--- config.mk ---
export PLATFORM = sky130hd
export DESIGN_NAME = debug_brkpt
export DESIGN_NICKNAME = d
export VERILOG_FILES = /design/src/rtl/debug_brkpt.sv
export SDC_FILE = /design/constraint.sdc
export NUM_CORES = 1
export LEC_CHECK = 0
export BUFFER_PORTS_ARGS = -buffer_cell sky130_fd_sc_hd__clkbuf_2
export CORE_MARGIN = 4
export CORE_UTILIZATION = 40
export CTS_BUF_LIST = sky130_fd_sc_hd__clkbuf_4 sky130_fd_sc_hd__clkbuf_8
export CTS_CLUSTER_DIAMETER = 50
export DETAILED_ROUTE_END_ITERATION = 10
export PLACE_DENSITY_LB_ADDON = 0.3
export SLEW_MARGIN = 20
export SYNTH_ARGS = -nofsm -noshare
export SYNTH_HDL_FRONTEND = slang
export SYNTH_SLANG_ARGS = --single-unit
--- constraint.sdc ---
create_clock -name clk -period 11.28 [get_ports clk]
set_clock_uncertainty 0.15 [all_clocks]
set_input_delay 3.384 -clock clk [delete_from_list [all_inputs] [get_ports clk]]
set_output_delay 3.384 -clock clk [all_outputs]
set_load 0.02 [all_outputs]
--- src/rtl/debug_brkpt.sv ---
// rtl/debug_brkpt.sv - PC breakpoint, pass counter and run watchdog for the CPU debug port
//
// Ports:
//   clk, rst            system clock, asynchronous active-high reset
//   clken               CPU clock enable; qualifies loadIR/loadVMA
//   loadIR, loadVMA     microcode strobes (IR load samples the PC)
//   debugDATA[0:35]     ALU register readback, PC in [36-PCW:35]
//   debugADDR[0:3]      ALU register select, fixed to the PC register
//   cpuRUN, cpuHALT     CPU run / halt status
//   regWR, regADDR,     host register port: 0 BRKCTL, 1 PASSCNT,
//   regDATI, regDATO      2 WDLIM, 3 STATUS (write-1-to-clear flags)
//   brkHALT             halt request to the CPU
//   brkIRQ              registered hit|stuck interrupt to the host
module debug_brkpt #(
  parameter int WDW = 24,
  parameter int PCW = 18
) (
  input  logic        clk,
  input  logic        rst,
  input  logic        clken,
  input  logic        loadIR,
  input  logic        loadVMA,
  input  logic [0:35] debugDATA,
  output logic [0:3]  debugADDR,
  input  logic        cpuRUN,
  input  logic        cpuHALT,
  input  logic        regWR,
  input  logic [0:1]  regADDR,
  input  logic [0:35] regDATI,
  output logic [0:35] regDATO,
  output logic        brkHALT,
  output logic        brkIRQ
);

  typedef enum logic [1:0] {IDLE, ARMED, HALTREQ, HALTED} state_t;

  state_t           state, state_n;
  logic             brk_en, brk_wden;
  logic [PCW-1:0]   brk_pc;
  logic [15:0]      passcnt;
  logic [WDW-1:0]   wdlim;
  logic [WDW-1:0]   wd_cnt, wd_nxt;
  logic             hit, stuck;
  logic [PCW-1:0]   pc_sample;

  // Only part of the host data word and the readback word carry fields.
  logic             unused_bits;
  assign unused_bits = ^{debugDATA, regDATI};

  assign debugADDR = 4'b0001;

  logic           wr_ctl, wr_pass, wr_wdl, wr_sts;
  logic           dis_wr, en_wr;
  logic           ir_ld, pc_match, match_ev, hit_evt, dec_evt;
  logic           stuck_evt, wd_halt;
  logic [PCW-1:0] pc_in;

  assign wr_ctl  = regWR & (regADDR == 2'd0);
  assign wr_pass = regWR & (regADDR == 2'd1);
  assign wr_wdl  = regWR & (regADDR == 2'd2);
  assign wr_sts  = regWR & (regADDR == 2'd3);
  assign dis_wr  = wr_ctl & ~regDATI[0];
  assign en_wr   = wr_ctl &  regDATI[0];

  assign pc_in    = debugDATA[36-PCW:35];
  assign ir_ld    = clken & loadIR;
  assign pc_match = ir_ld & (pc_in == brk_pc);
  // A disable written in the same cycle as a match takes precedence.
  assign match_ev = (state == ARMED) & pc_match & ~dis_wr;
  assign hit_evt  = match_ev & (passcnt == 16'd0);
  assign dec_evt  = match_ev & (passcnt != 16'd0);

  // Watchdog: the >= branch saturates and also pulls the count down if the
  // host lowers the limit below it; a zero limit pins the count at zero.
  always_comb begin
    wd_nxt = wd_cnt;
    if (clken & (loadIR | loadVMA))
      wd_nxt = '0;
    else if (wd_cnt >= wdlim)
      wd_nxt = wdlim;
    else if (clken & cpuRUN)
      wd_nxt = wd_cnt + WDW'(1);
  end

  // Edge event so a host-cleared stuck flag stays clear while saturated.
  assign stuck_evt = (wdlim != '0) & (wd_cnt != wdlim) & (wd_nxt == wdlim);
  assign wd_halt   = brk_wden & (stuck | stuck_evt);

  always_ff @(posedge clk or posedge rst) begin
    if (rst) begin
      state     <= IDLE;
      brk_en    <= 1'b0;
      brk_wden  <= 1'b0;
      brk_pc    <= '0;
      passcnt   <= '0;
      wdlim     <= '0;
      wd_cnt    <= '0;
      hit       <= 1'b0;
      stuck     <= 1'b0;
      pc_sample <= '0;
      brkIRQ    <= 1'b0;
    end else begin
      state  <= state_n;
      wd_cnt <= wd_nxt;
      brkIRQ <= hit | stuck;
      if (wr_ctl) begin
        brk_en   <= regDATI[0];
        brk_wden <= regDATI[1];
        brk_pc   <= regDATI[36-PCW:35];
      end
      if (wr_pass)
        passcnt <= regDATI[20:35];
      else if (dec_evt)
        passcnt <= passcnt - 16'd1;
      if (wr_wdl)
        wdlim <= regDATI[36-WDW:35];
      if (ir_ld)
        pc_sample <= pc_in;
      // Set events beat a simultaneous host clear.
      if (hit_evt)
        hit <= 1'b1;
      else if (wr_sts & regDATI[0])
        hit <= 1'b0;
      if (stuck_evt)
        stuck <= 1'b1;
      else if (wr_sts & regDATI[1])
        stuck <= 1'b0;
    end
  end

  // brkHALT decodes the state directly so reset drops it without a clock.
  always_comb begin
    state_n = state;
    brkHALT = 1'b0;
    case (state)
      IDLE: begin
        if (wd_halt)
          state_n = HALTREQ;
        else if (en_wr)
          state_n = ARMED;
      end
      ARMED: begin
        if (dis_wr)
          state_n = IDLE;
        else if (hit_evt | wd_halt)
          state_n = HALTREQ;
      end
      HALTREQ: begin
        brkHALT = 1'b1;
        if (dis_wr)
          state_n = IDLE;
        else if (cpuHALT)
          state_n = HALTED;
      end
      HALTED: begin
        if (wr_sts & regDATI[0])
          state_n = IDLE;
      end
      default: state_n = IDLE;
    endcase
  end

  always_comb begin
    regDATO = '0;
    case (regADDR)
      2'd0: begin
        regDATO[0]           = brk_en;
        regDATO[1]           = brk_wden;
        regDATO[36-PCW:35]   = brk_pc;
      end
      2'd1: regDATO[20:35]         = passcnt;
      2'd2: regDATO[36-WDW:35]     = wdlim;
      default: begin
        regDATO[0]           = hit;
        regDATO[1]           = stuck;
        regDATO[36-PCW:35]   = pc_sample;
      end
    endcase
  end

endmodule
==> results.json <==
{
  "status": "finished, final reports clean",
  "worstSkewPairLatency_ps": 410,
  "portBuffers": 81,
  "tritoncts": "done",
  "synth_seq_area_share": 0.385,
  "critPathMaxFanout": 23,
  "drive_gt1_frac": 0.266,
  "timing.reg2reg.worst_path_depth": 9,
  "swShare": 0.410,
  "final_util": 0.455,
  "syn_area_um2": 6950,
  "crit_start": "regADDR[0]",
  "min_period_ps": 8490,
  "dp_hpwl_mm": 13.7,
  "grt_pass1_vias": 5262,
  "setup_viol": 0,
  "cts.path.max_buffers": 2,
  "core_um2": 16800,
  "n_antenna_cell": 0,
  "drc": 0,
  "synth_edf_count": 0,
  "cts_max_level": 3,
  "switchingPower_uw": 565,
  "place_inst": 959,
  "cts_setup_buffers": 0,
  "post-place-ws_ps": 2740,
  "synth_seq_cells": 107,
  "layout.nets": 858,
  "r2r-end": "state[1]",
  "seqPwrFrac": 0.442,
  "syn_area_per_cell_um2": 10.2,
  "routed_via_density": 5.50,
  "synth_cells": 680,
  "cap_violations": 0,
  "r2r_start": "wd_cnt[2]",
  "avgRoutedWirePerCell_um": 19.0,
  "synth_warnings": 0,
  "cp-end-kind": "output pin",
  "fin_area_um2": 7650,
  "worst_pin_slew_ps": 1020,
  "leakagePower_uw": 0.00334,
  "ir_worst_vdd_v": 0.0000858,
  "min_period_over_period": 0.752,
  "n_fill_cell": 1643,
  "finalSetupTns_ps": 0,
  "slew_headroom": 0.317,
  "cts_root_buf": "clkbuf_8",
  "cp-start-kind": "input pin",
  "clkSinkCount": 107,
  "track_usage": 0.191,
  "reg2reg_slack_ps": 7650,
  "rows": 47,
  "synth_flop_cell": "dfrtp_1",
  "pin_count": 124,
  "placed_area_um2": 7470,
  "cts_made_buffers": 9,
  "setup_ws_ps": 2790,
  "die_w_um": 140,
  "grt_setup_unrepaired": "false",
  "firstDrtPassIters": 5,
  "synth.distinct_cells": 65,
  "hold_start": "brk_en",
  "grt_pass1_wl_mm": 29.4,
  "ys_async_sr_fraction": 1.00,
  "crit_path_end": "regDATO[15]",
  "area_delta_synth_final_pct": 10.1,
  "wirelength_mm": 18.5,
  "detail-route-antenna-nets": 0,
  "cts_resized": 0,
  "cts.clk_slew.worst_paths_ps": 110,
  "power_density_nw_per_um2": 180,
  "report.final.slew_viol_count": 0,
  "fmax_mhz": 118,
  "p_int_uw": 814,
  "die_area_um2": 19600,
  "timing.final.hold_violations": 0,
  "gp_congestion": 0.929,
  "die_y_um": 140,
  "initial_core_util": 0.413,
  "grt_antenna_before_repair": 0,
  "worstPathRequired_ps": 7750,
  "overflow": 0,
  "grt_max_degree": 62,
  "arrival_ps": 4950,
  "routed-via-count": 5364,
  "post_layout_nonfiller_instances": 975,
  "pwr-share-comb": 0.386,
  "pwr-share-clk": 0.172,
  "path_class": "input pin to output pin",
  "min-delay-path-class": "flop to flop",
  "drtIter0Drc": 395,
  "ctsHoldBuffers": 0
}
per-layer routing:
layer / part of all wire / track usage
met5: 0 / 0
met4: 0.029 / 0.0724
met3: 0.044 / 0.0278
met2: 0.47 / 0.298
met1: 0.46 / 0.269
worst min path at each step:
stage,to,slack (ps),depth (start not counted)
final,brk_en,350,2
after global routing,pc_sample[14],380,1
after CTS,brk_en,350,2
after detailed placement,brk_en,320,2
after global placement,brk_en,320,2
after floorplan,brk_en,300,2
kinds of logic after synthesis:
kind of cell / synth area share
flip-flops: 0.385
multiplexers: 0.158
other: 0.00108
adder cells (fa/ha/maj): 0.0468
buffers and inverters: 0.0554
AO/OA/AOI/OAI: 0.105
XOR/XNOR: 0.0743
AND/OR/NAND/NOR: 0.174
flip-flops by register name, indices dropped and copies added (netlist names):
name and count:
wdlim 24, passcnt 16, pc_sample 18, brk_wden 1
brk_pc 18, brk_en 1, hit 1, brkIRQ 1
stuck 1, state 2, wd_cnt 24
cell usage after synthesis, types with 2 or more instances:
library cell  number  area [um^2]
a2111oi_0          2         17.5
a211oi_1          25          188
a21o_1            15          113
a21oi_1           25          125
a221oi_1           3         26.3
a22o_1             4         35.0
a31oi_1            3         18.8
and2_1             7         43.8
and2b_1            2         15.0
and3_1             5         31.3
and4_1             2         17.5
and4_2             2         20.0
and4_4             2         22.5
buf_1              2         7.51
buf_2              2         10.0
buf_4             15          113
clkbuf_1          17         63.8
clkbuf_8           2         27.5
conb_1             2         7.51
dfrtp_1          107         2680
ha_1              26          325
inv_1             32          120
mux2_2            62          698
mux2i_1            4         40.0
mux4_2            16          360
nand2_1           47          176
nand2b_1           6         37.5
nand3_1           17         85.1
nand3b_1           2         15.0
nand4_1           19          119
nor2_1            67          251
nor2b_1            5         31.3
nor3_1             8         40.0
nor4_1            18          113
nor4_4             2         42.5
o211ai_1           2         15.0
o21a_1             4         30.0
o21ai_0            7         35.0
o221ai_1           2         17.5
or2_2              4         25.0
or3_1              5         31.3
xnor2_1           44          385
xor2_1            15          131
metrics by stage:
step / total power (uW) / hold slack (ps)
2_1_floorplan: 1010 / 296
3_3_place_gp: 1140 / 316
3_5_place_dp: 1140 / 324
4_1_cts: 1390 / 352
5_1_grt: 1480 / 380
6_report: 1380 / 354
worst max-delay path, stage by stage:
cell      delay (ps)
clkbuf_2         620
nor2b_1          560
and2_1           200
clkbuf_2         170
power groups by stage:
stage               logic (uW)  registers (uW)  clock network, uW
floorplan                  447             558                  0
global placement           526             612                  0
detailed placement         532             613                  0
CTS                        536             605                245
global route               592             624                259
finish                     532             609                237
cell type report:
type	instances	area, um^2	area share
clock buffer	11	151	0.0198
inverter	32	123	0.0160
timing repair buffer	87	450	0.0588
clock inverter	5	36.3	0.00474
multi-input combinational	513	3940	0.515
sequential	107	2680	0.350
tap	220	275	0.0360
placed cells by master (no fill, tap or decap), types with 16 or more instances in the layout:
master    netlist  routed
nor4_1         18      18
xnor2_1        44      44
mux2_2         62      62
mux4_2         16      16
nor2_1         67      67
inv_1          32      31
nand2_1        47      47
a211oi_1       25      25
nand3_1        17      17
a21oi_1        25      25
clkbuf_2        0      81
ha_1           26      26
nand4_1        19      19
dfrtp_1       107     107
(Power assumes the default switching activity.)
